`config.mk`:
```
export PLATFORM = sky130hd
export DESIGN_NAME = rr_encoder8to3
export DESIGN_NICKNAME = d
export VERILOG_FILES = /design/src/rtl/rr_encoder8to3.sv
export SDC_FILE = /design/constraint.sdc
export NUM_CORES = 1
export LEC_CHECK = 0
export ABC_AREA = 1
export CORE_ASPECT_RATIO = 1.25
export CORE_MARGIN = 4
export CORE_UTILIZATION = 30
export DETAILED_ROUTE_END_ITERATION = 7
export HOLD_SLACK_MARGIN = 0.05
export SLEW_MARGIN = 20
export SYNTH_ARGS = -nofsm -noshare
export SYNTH_HDL_FRONTEND = slang
export SYNTH_SLANG_ARGS = --single-unit
```
`constraint.sdc`:
```
create_clock -name clk -period 2.2 [get_ports clk]
set_input_delay 0.44 -clock clk [delete_from_list [all_inputs] [get_ports clk]]
set_output_delay 0.44 -clock clk [all_outputs]
set_load 0.01 [all_outputs]
```
`src/rtl/rr_encoder8to3.sv`:
```
// rr_encoder8to3
// ---------------------------------------------------------------------------
// Sequential 8-to-3 request encoder / arbiter. Several request lines compete
// for one resource, such as write-back sources contending for the
// register-file write port. The block picks one winner. It presents the
// winner as a registered 3-bit index plus a one-hot grant. It holds that
// result under a valid/ack handshake until the consumer takes it.
//
// Configuration macro:
//   RR_ENCODER_ROUND_ROBIN_EN
//     defined   : round-robin. After an ack, the search starts just past the
//                 last winner.
//     undefined : fixed priority. Index 0 is highest and index 7 is lowest.
//
// Ports:
//   clk    in   1  rising-edge clock
//   reset  in   1  synchronous, active-high reset
//   en     in   1  enable; when 0, no new grant is issued
//   req    in   8  request vector; bit i requests index i
//   ack    in   1  consumer accepts the current index (only used while valid)
//   valid  out  1  addr/grant hold a decided winner
//   addr   out  3  encoded winner index
//   grant  out  8  one-hot of addr while valid, zero otherwise
//   busy   out  1  high while a grant is held (same as valid)
// ---------------------------------------------------------------------------
module rr_encoder8to3 #(
    parameter int NREQ = 8,
    parameter int AW   = 3
) (
    input  logic            clk,
    input  logic            reset,
    input  logic            en,
    input  logic [NREQ-1:0] req,
    input  logic            ack,
    output logic            valid,
    output logic [AW-1:0]   addr,
    output logic [NREQ-1:0] grant,
    output logic            busy
);

    typedef enum logic {
        IDLE  = 1'b0,
        GRANT = 1'b1
    } state_t;

    state_t          state_q, state_d;
    logic [AW-1:0]   addr_q, addr_d;
    logic [NREQ-1:0] grant_q, grant_d;
    logic [AW-1:0]   ptr;

    logic            found;
    logic [AW-1:0]   win;
    logic [AW-1:0]   idx;

`ifdef RR_ENCODER_ROUND_ROBIN_EN
    logic [AW-1:0]   ptr_d;
`else
    // Fixed priority: the search always starts at index 0.
    assign ptr = '0;
`endif

    // Circular search that starts at ptr. The first asserted request wins.
    // Index arithmetic is AW bits wide, so the wrap from 7 to 0 is free.
    always_comb begin
        found = 1'b0;
        win   = ptr;
        idx   = ptr;
        for (int k = 0; k < NREQ; k++) begin
            idx = ptr + AW'(k);
            if (!found && req[idx]) begin
                found = 1'b1;
                win   = idx;
            end
        end
    end

    // State register. It also holds the outputs, so they stay stable.
    always_ff @(posedge clk) begin
        if (reset) begin
            state_q <= IDLE;
            addr_q  <= '0;
            grant_q <= '0;
        end else begin
            state_q <= state_d;
            addr_q  <= addr_d;
            grant_q <= grant_d;
        end
    end

`ifdef RR_ENCODER_ROUND_ROBIN_EN
    always_ff @(posedge clk) begin
        if (reset) begin
            ptr <= '0;
        end else begin
            ptr <= ptr_d;
        end
    end
`endif

    // Next-state logic. While a grant is held it ignores req and en.
    // The grant only leaves on ack. Once acked, the next selection
    // happens in the following IDLE cycle.
    always_comb begin
        state_d = state_q;
        addr_d  = addr_q;
        grant_d = grant_q;
`ifdef RR_ENCODER_ROUND_ROBIN_EN
        ptr_d   = ptr;
`endif
        case (state_q)
            IDLE: begin
                if (en && found) begin
                    state_d = GRANT;
                    addr_d  = win;
                    grant_d = NREQ'(1) << win;
                end
            end
            GRANT: begin
                if (ack) begin
                    state_d = IDLE;
                    grant_d = '0;
`ifdef RR_ENCODER_ROUND_ROBIN_EN
                    // The last winner gets the lowest priority next time.
                    ptr_d   = addr_q + AW'(1);
`endif
                end
            end
            default: begin
                state_d = IDLE;
                grant_d = '0;
            end
        endcase
    end

    // Output decode. It reads registers only.
    always_comb begin
        valid = (state_q == GRANT);
        busy  = (state_q == GRANT);
        addr  = addr_q;
        grant = grant_q;
    end

endmodule

```
After elaboration in Yosys (flattened, before gate mapping)
Index checks and enable logic that the tools add are counted.
W data, S select, Z words.
{"block": "word_totals", "ff_bits": 12, "in_bits": 12, "output_inout_bits": 13, "wordCells": 45}
{"block": "classes", "n_eq_ne": 2, "n_shift": 1, "mux": 21, "n_bitwise": 1, "n_reduce_logical": 17}
{"operator": "$mux W8", "n": 2}
{"operator": "$pmux W8 S2", "n": 1}
{"operator": "$mux W3", "n": 4}
{"operator": "$mux W1", "n": 11}
{"operator": "$logic_and A1 B1 Y1", "n": 8}
{"operator": "$shl A1 B3 Y8 const A", "n": 1}
{"operator": "$logic_not A1 Y1", "n": 7}
{"operator": "$mux W2", "n": 2}
{"operator": "$ne A2 B2 Y1 const B", "n": 2}
{"operator": "$reduce_and A2 Y1", "n": 2}
{"operator": "$pmux W1 S2", "n": 1}
{"operator": "$not A1 Y1", "n": 1}

Depth between registers and ports, before layout
Gate-level depths: netlist of run 1.
{"block": "depth", "word_depth": 25, "depth_mapped": 8, "depth_no_buf": 8}

Least setup slack after synthesis of run 1
Ideal clock, no wire load.
{"block": "synth_path", "path_kind": "input to register", "start": "input port req[2]", "end": "register grant_q[2], in the netlist grant[2]", "setup_ns": 0.132, "arrival_time_ns": 1.241, "path_slack_ns": 0.826, "path_stages": 8, "path_buffers": 0, "cell_sequence": "nor2_1 nand3_2 nor2_4 nand3_2 nand2_4 nand2_1 nand2_1 a21oi_1"}
{"block": "synth_between", "elab_chain_len": 20, "elab_cells_between_ends": 29, "classes_between": "eq/ne (1); shift (1); mux (14); reduce/logical (13)"}
{"element": "start: declaration", "line_no": "33", "text": "input logic [NREQ-1:0] req,"}
{"element": "$logic_and A1 B1 Y1 (*)", "line_no": "70", "text": "if (!found && req[idx]) begin"}
{"element": "$mux W1", "line_no": "70"}
{"element": "$logic_not A1 Y1", "line_no": "70"}
{"element": "$logic_and A1 B1 Y1", "line_no": "70"}
{"element": "$mux W1", "line_no": "70"}
{"element": "$logic_not A1 Y1", "line_no": "70"}
{"element": "$logic_and A1 B1 Y1", "line_no": "70"}
{"element": "$mux W1", "line_no": "70"}
{"element": "(+4 left out)"}
{"element": "$logic_and A1 B1 Y1", "line_no": "70"}
{"element": "$mux W1", "line_no": "70"}
{"element": "$logic_not A1 Y1", "line_no": "70"}
{"element": "$logic_and A1 B1 Y1", "line_no": "70"}
{"element": "$mux W3 or $mux W1 (tied branches)", "line_no": "70"}
{"element": "$shl A1 B3 Y8 or $logic_and A1 B1 Y1 (tied branches)", "line_no": "115, 112"}
{"element": "$mux W8 or $ne A2 B2 Y1 (tied branches)"}
{"element": "$pmux W8 S2 or $reduce_and A2 Y1 (tied branches)"}
{"element": "end signal: assignment", "line_no": "86", "text": "grant_q <= grant_d;"}
{"element": "end: declaration", "line_no": "48", "text": "logic [NREQ-1:0] grant_q, grant_d;"}
Mark *: on every way between the ends. The rest lies on a longest branch, timed or not. The select of a mux whose other input is x is not followed.
A chain may end at the register's enable or synchronous reset.

Worst setup path in the final report of run 1
{"block": "layout_path", "start": "input port req[0]", "end": "register grant_q[5], in the netlist grant[5]"}
{"block": "layout_between", "elab_chain_len": 25, "elab_cells_between_ends": 35, "classes_between": "eq/ne (1); shift (1); mux (17); reduce/logical (16)"}
{"element": "$mux W1 (*)", "line_no": "70"}
{"element": "$logic_not A1 Y1", "line_no": "70"}
{"element": "$logic_and A1 B1 Y1", "line_no": "70"}
{"element": "$mux W1", "line_no": "70"}
{"element": "$logic_not A1 Y1", "line_no": "70"}
{"element": "$logic_and A1 B1 Y1", "line_no": "70"}
{"element": "$mux W1", "line_no": "70"}
{"element": "$logic_not A1 Y1", "line_no": "70"}
{"element": "(+9 left out)"}
{"element": "$logic_and A1 B1 Y1", "line_no": "70"}
{"element": "$mux W1", "line_no": "70"}
{"element": "$logic_not A1 Y1", "line_no": "70"}
{"element": "$logic_and A1 B1 Y1", "line_no": "70"}
{"element": "$mux W3 or $mux W1 (tied branches)", "line_no": "70"}
{"element": "$shl A1 B3 Y8 or $logic_and A1 B1 Y1 (tied branches)", "line_no": "115, 112"}
{"element": "$mux W8 or $ne A2 B2 Y1 (tied branches)"}
{"element": "$pmux W8 S2 or $reduce_and A2 Y1 (tied branches)"}
Marks and branches as above.

==> results.toml, run 1 <==
[outcome]
outcome = "complete, no violations"

[place]
port_buffers = 24
placed_area_sq_um = 858
dpl.hpwl_mm = 1.17
place.gp.congestion = 0.856

[clock_tree]
numCtsBuffers = 3
ctsHoldBuffers = 0
cts_sinks = 12
insertion_delay_ns = 0.26
cts_tree = "built"
clockBufferDepth = 2
cts_setup_buffers = 0
cts_max_level = 1
ctsResizeCount = 0
clk_pin_slew_ns = 0.08
cts-root-buf = "clkbuf_4"

[worst_setup_path]
cp.required_ns = 2.34
end_kind = "flop"
slowest_delay_ns = 0.47
cp_max_fo = 14
path_class = "in -> reg"
cp_data_arrival_time_ns = 1.95
start_kind = "input port"
crit_chain = "clkdlybuf4s50_1 > nor2_2 > nand3_2 > nor2_4 > nand3_2 > nand2_4 > nand2_1 > nand2_1 > a21oi_1"
cp_slowest_cell = "clkdlybuf4s50_1"

[finish]
fillers = 205
fin_nets = 126
diodes = 0
fin_area_sq_um = 895
drive_gt1_share_pct = 8.85
final_cell_mix = "clkdlybuf4s50_1, nand2_1, dfxtp_1"
final_common_cell = "clkdlybuf4s50_1"
syn_to_final_growth_pct = 45.9

[sta]
fin_setup_tns_ns = 0
fmax_ghz = 0.552
max_slew_margin_pct = 73.4
worst_pin_slew_ns = 0.397
min_period_over_period_pct = 82.3
hold_viol = 0
fin_crit_ns = 1.81
drv_slew = 0
rsz0062_at_grt = "false"
whs_ns = 0.469
skew_ns = 0.00218
setup_viol = 0

[floorplanning]
die_w_um = 48.4
dieHeight_um = 58.5
core-area_sq_mm = 0.00196
dieArea_sq_mm = 0.00284
num_io_pins = 25
initial_core_util_pct = 31.3
rows = 18

[detailed_routing]
detail_route.wl_per_cell_um = 10.4
drc = 0
first_pass_iters = 2
via_per_inst = 4.89
wl_mm = 1.38
drt_iter0_markers = 18
dr_total_vias = 650
drtAntennaViolNets = 0

[logic_synthesis]
ys_seq_area_share_pct = 39.2
syn-num-nets = 100
synthCells = 88
synth.distinct_cells = 18
avgSynthCellArea_sq_um = 6.97
ys.warnings.count = 0
ys_seq_elements = 12
synth_area_sq_um = 613

[global_route]
grt_overflow = 0
grt_start_max_net_pins = 15
grt_pass1_wl_mm = 2.42
antenna_found_initial = 0
grt_use_total_pct = 10.3
grt_pass1_vias = 622

[hold_path]
min_path_type = "reg -> reg"

[run]
maxCapViolations = 0

[pwr]
power_density_mw_per_mm2 = 553
vdd_drop_max_mv = 0.236
power.leakage_nw = 0.348
==> worst max-delay path: cells and delay by family <==
family | cells | cell delay (ns)
simple gates | 7 | 0.98
buf+inv | 1 | 0.47
compound gates | 1 | 0.06
==> Yosys cell counts <==
cell type / n / area, sq um
nand3_1: 10 / 50.1
buf_2: 1 / 5.00
clkbuf_1: 1 / 3.75
o21ai_0: 3 / 15.0
buf_6: 1 / 11.3
nor2_2: 1 / 6.26
buf_4: 1 / 7.51
dfxtp_1: 12 / 240
nor2_1: 9 / 33.8
a21oi_1: 11 / 55.1
nor2_4: 1 / 11.3
nand3_2: 2 / 20.0
nand2_1: 18 / 67.6
nand2_4: 1 / 11.3
nor4_1: 2 / 12.5
a41oi_1: 1 / 8.76
inv_1: 9 / 33.8
nor3_1: 4 / 20.0
==> through the flow <==
stage	util (%)	power [W]	setup WS [ns]	std cells
final	45.7	0.000495	0.390	133
after global routing	45.7	0.000522	0.217	133
after CTS	45.7	0.000501	0.377	133
after detailed placement	43.8	0.000328	0.0936	129
after global placement	43.8	0.000327	0.160	129
after floorplan	-	0.000283	0.826	88
==> where the power goes <==
group	total, W	leakage (nW)	internal, W	switching [W]
sequential	0.000228	0.0976	0.000224	0.00000380
clock	0.000173	0.0210	0.000100	0.0000725
combinational	0.0000939	0.229	0.0000454	0.0000485
==> final cells by class <==
| class | count | area (sq um) | share of cell area, % |
|---|---|---|---|
| tap | 20 | 25.0 | 2.80 |
| timing repair buffer | 25 | 248 | 27.7 |
| multi-input combinational | 63 | 312 | 34.8 |
| clock buffer | 4 | 36.3 | 4.06 |
| inverter | 9 | 33.8 | 3.78 |
| sequential | 12 | 240 | 26.9 |
==> path summary, 6_finish.rpt <==
kind         startpoint  endpoint  slack, ns  depth (start not counted)
max              req[0]  grant[5]       0.39                          9
min             addr[1]   addr[1]       0.47                          2
max reg2reg        busy  grant[2]       0.89                          6
min reg2reg     addr[1]   addr[1]       0.47                          2
==> sequential cells by signal (all words and copies together) (netlist names) <==
register and cells:
addr 3, busy 1, grant 8
==> cell families after synthesis <==
group | count (synthesis) | share of synthesized area (%)
compound gates | 15 | 12.9
simple gates | 48 | 38.0
buf+inv | 13 | 10.0
flops | 12 | 39.2
==> layer usage <==
layer	track usage [%]	vias to the layer above	wire [um]
li1	-	343	-
met1	12.2	291	616
met2	17.9	14	675
met3	1.27	2	67
met4	5.93	0	23
met5	0	-	0
Note: power is estimated with default switching activity, not from simulation.
==> inputs of run 2 (changes only) <==
clock period = 1.7 ns   (was 2.2 ns; I/O delays follow)
==> results.toml, run 2 (synthesis results as in run 1) <==
[detailed_routing]
via_per_inst = 4.79
first_pass_iters = 4
dr_total_vias = 685
drc = 0
wl_mm = 1.52
drt_iter0_markers = 9
drtAntennaViolNets = 0
detail_route.wl_per_cell_um = 10.6

[clock_tree]
cts_max_level = 1
ctsResizeCount = 0
cts-root-buf = "clkbuf_4"
ctsHoldBuffers = 0
cts_tree = "built"
clockBufferDepth = 2
cts_setup_buffers = 0
clk_pin_slew_ns = 0.07
cts_sinks = 12
insertion_delay_ns = 0.26
numCtsBuffers = 3

[worst_setup_path]
path_class = "in -> reg"
end_kind = "flop"
r2r-start = "busy"
start_kind = "input port"
cp_max_fo = 7
reg2reg_slack_ns = 0.46
cp.required_ns = 1.83
slowest_delay_ns = 0.43
r2r-end = "grant[3]"
r2r_cells = 6
crit_chain = "clkdlybuf4s50_1 > nor2_1 > nand3_2 > nor2_4 > nand3_2 > nand2_4 > nand2_1 > nand2_1 > a21oi_1"
cp_slowest_cell = "clkdlybuf4s50_1"
cp_data_arrival_time_ns = 1.70

[pwr]
power.leakage_nw = 0.391
power_density_mw_per_mm2 = 623
vdd_drop_max_mv = 0.329

[sta]
rsz0062_at_grt = "false"
skew_ns = 0.00206
fmax_ghz = 0.638
setup_viol = 0
whs_ns = 0.466
fin_setup_tns_ns = 0
min_period_over_period_pct = 92.2
hold_viol = 0
max_slew_margin_pct = 71.5
fin_crit_ns = 1.57
worst_slack_ns = 0.133
drv_slew = 0
worst_pin_slew_ns = 0.426

[finish]
final_cell_mix = "clkdlybuf4s50_1, nand2_1, dfxtp_1, buf_4, a21oi_1"
syn_to_final_growth_pct = 57.1
fillers = 210
fin_cells = 143
finish.utilization_pct = 49.2
diodes = 0
largest_register_ff_count = 8
final_common_cell = "clkdlybuf4s50_1"
fin_nets = 137
drive_gt1_share_pct = 16.3

[floorplanning]
rows = 18
core-area_sq_mm = 0.00196
initial_core_util_pct = 31.3
die_w_um = 48.4
num_io_pins = 25
dieHeight_um = 58.5
dieArea_sq_mm = 0.00284

[global_route]
grt_overflow = 0
grt_start_max_net_pins = 13
grt_use_total_pct = 11.1
grt_pass1_vias = 634
antenna_found_initial = 0
grt_pass1_wl_mm = 2.50

[place]
place.gp.congestion = 0.850
dpl.hpwl_mm = 1.30
dp.cells = 140
port_buffers = 24
place_ws_ns = -0.156

[hold_path]
holdPathStages = 2
worstHoldStart = "addr[0]"
min_path_type = "reg -> reg"
hold_end = "addr[0]"

[outcome]
outcome = "complete, no violations"

[run]
maxCapViolations = 0
-- run 2: changes by cell type in the layout (fill, tap and decap cells not counted), sizes merged --
cell    before  now
buf          1   12
clkbuf       4    3
-- run 2: worst max-delay path by stage --
stage,startpoint,endpoint,slack (ns),cells past startpoint
2_1_floorplan,req[2],grant[2],0.43,8
3_3_place_gp,req[2],grant[1],-0.1,9
3_5_place_dp,req[2],grant[1],-0.16,9
4_1_cts,req[2],grant[1],0.13,9
5_1_grt,req[2],grant[1],0.007,9
6_report,req[2],grant[1],0.13,9
-- run 2: metrics by stage --
step | power [W] | instance area [sq um]
global placement | 0.000444 | 941
floorplan | 0.000366 | 613
finish | 0.000601 | 963
CTS | 0.000612 | 963
global route | 0.000639 | 963
detailed placement | 0.000446 | 941
-- run 2: area by class of cell --
class | instances | area [sq um] | area share [%]
Tap cell | 20 | 25.0 | 2.60
Timing Repair Buffer | 36 | 330 | 34.3
Inverter | 9 | 33.8 | 3.51
Multi-Input combinational cell | 63 | 312 | 32.3
Sequential cell | 12 | 240 | 24.9
Clock buffer | 3 | 22.5 | 2.34
-- run 2: where the power goes --
part / leakage [nW] / switching (W) / internal (W) / total [W]
combinational: 0.280 / 0.0000676 / 0.0000747 / 0.000142
sequential: 0.0976 / 0.00000528 / 0.000291 / 0.000296
clock: 0.0138 / 0.0000807 / 0.0000817 / 0.000162
total: 0.391 / 0.000154 / 0.000447 / 0.000601
-- run 2: critical path: cells and delay by family --
family | cells | cell delay (ns)
AND/OR/NAND/NOR | 7 | 0.87
buffers and inverters | 1 | 0.43
AO/OA/AOI/OAI | 1 | 0.06
-- run 2: layer usage --
layer	share of wire (%)	wire [um]	track usage, %
met4	1.5	23	7.11
met5	0	0	0
met3	4.4	66	1.77
met2	51	776	20.0
met1	43	651	12.0
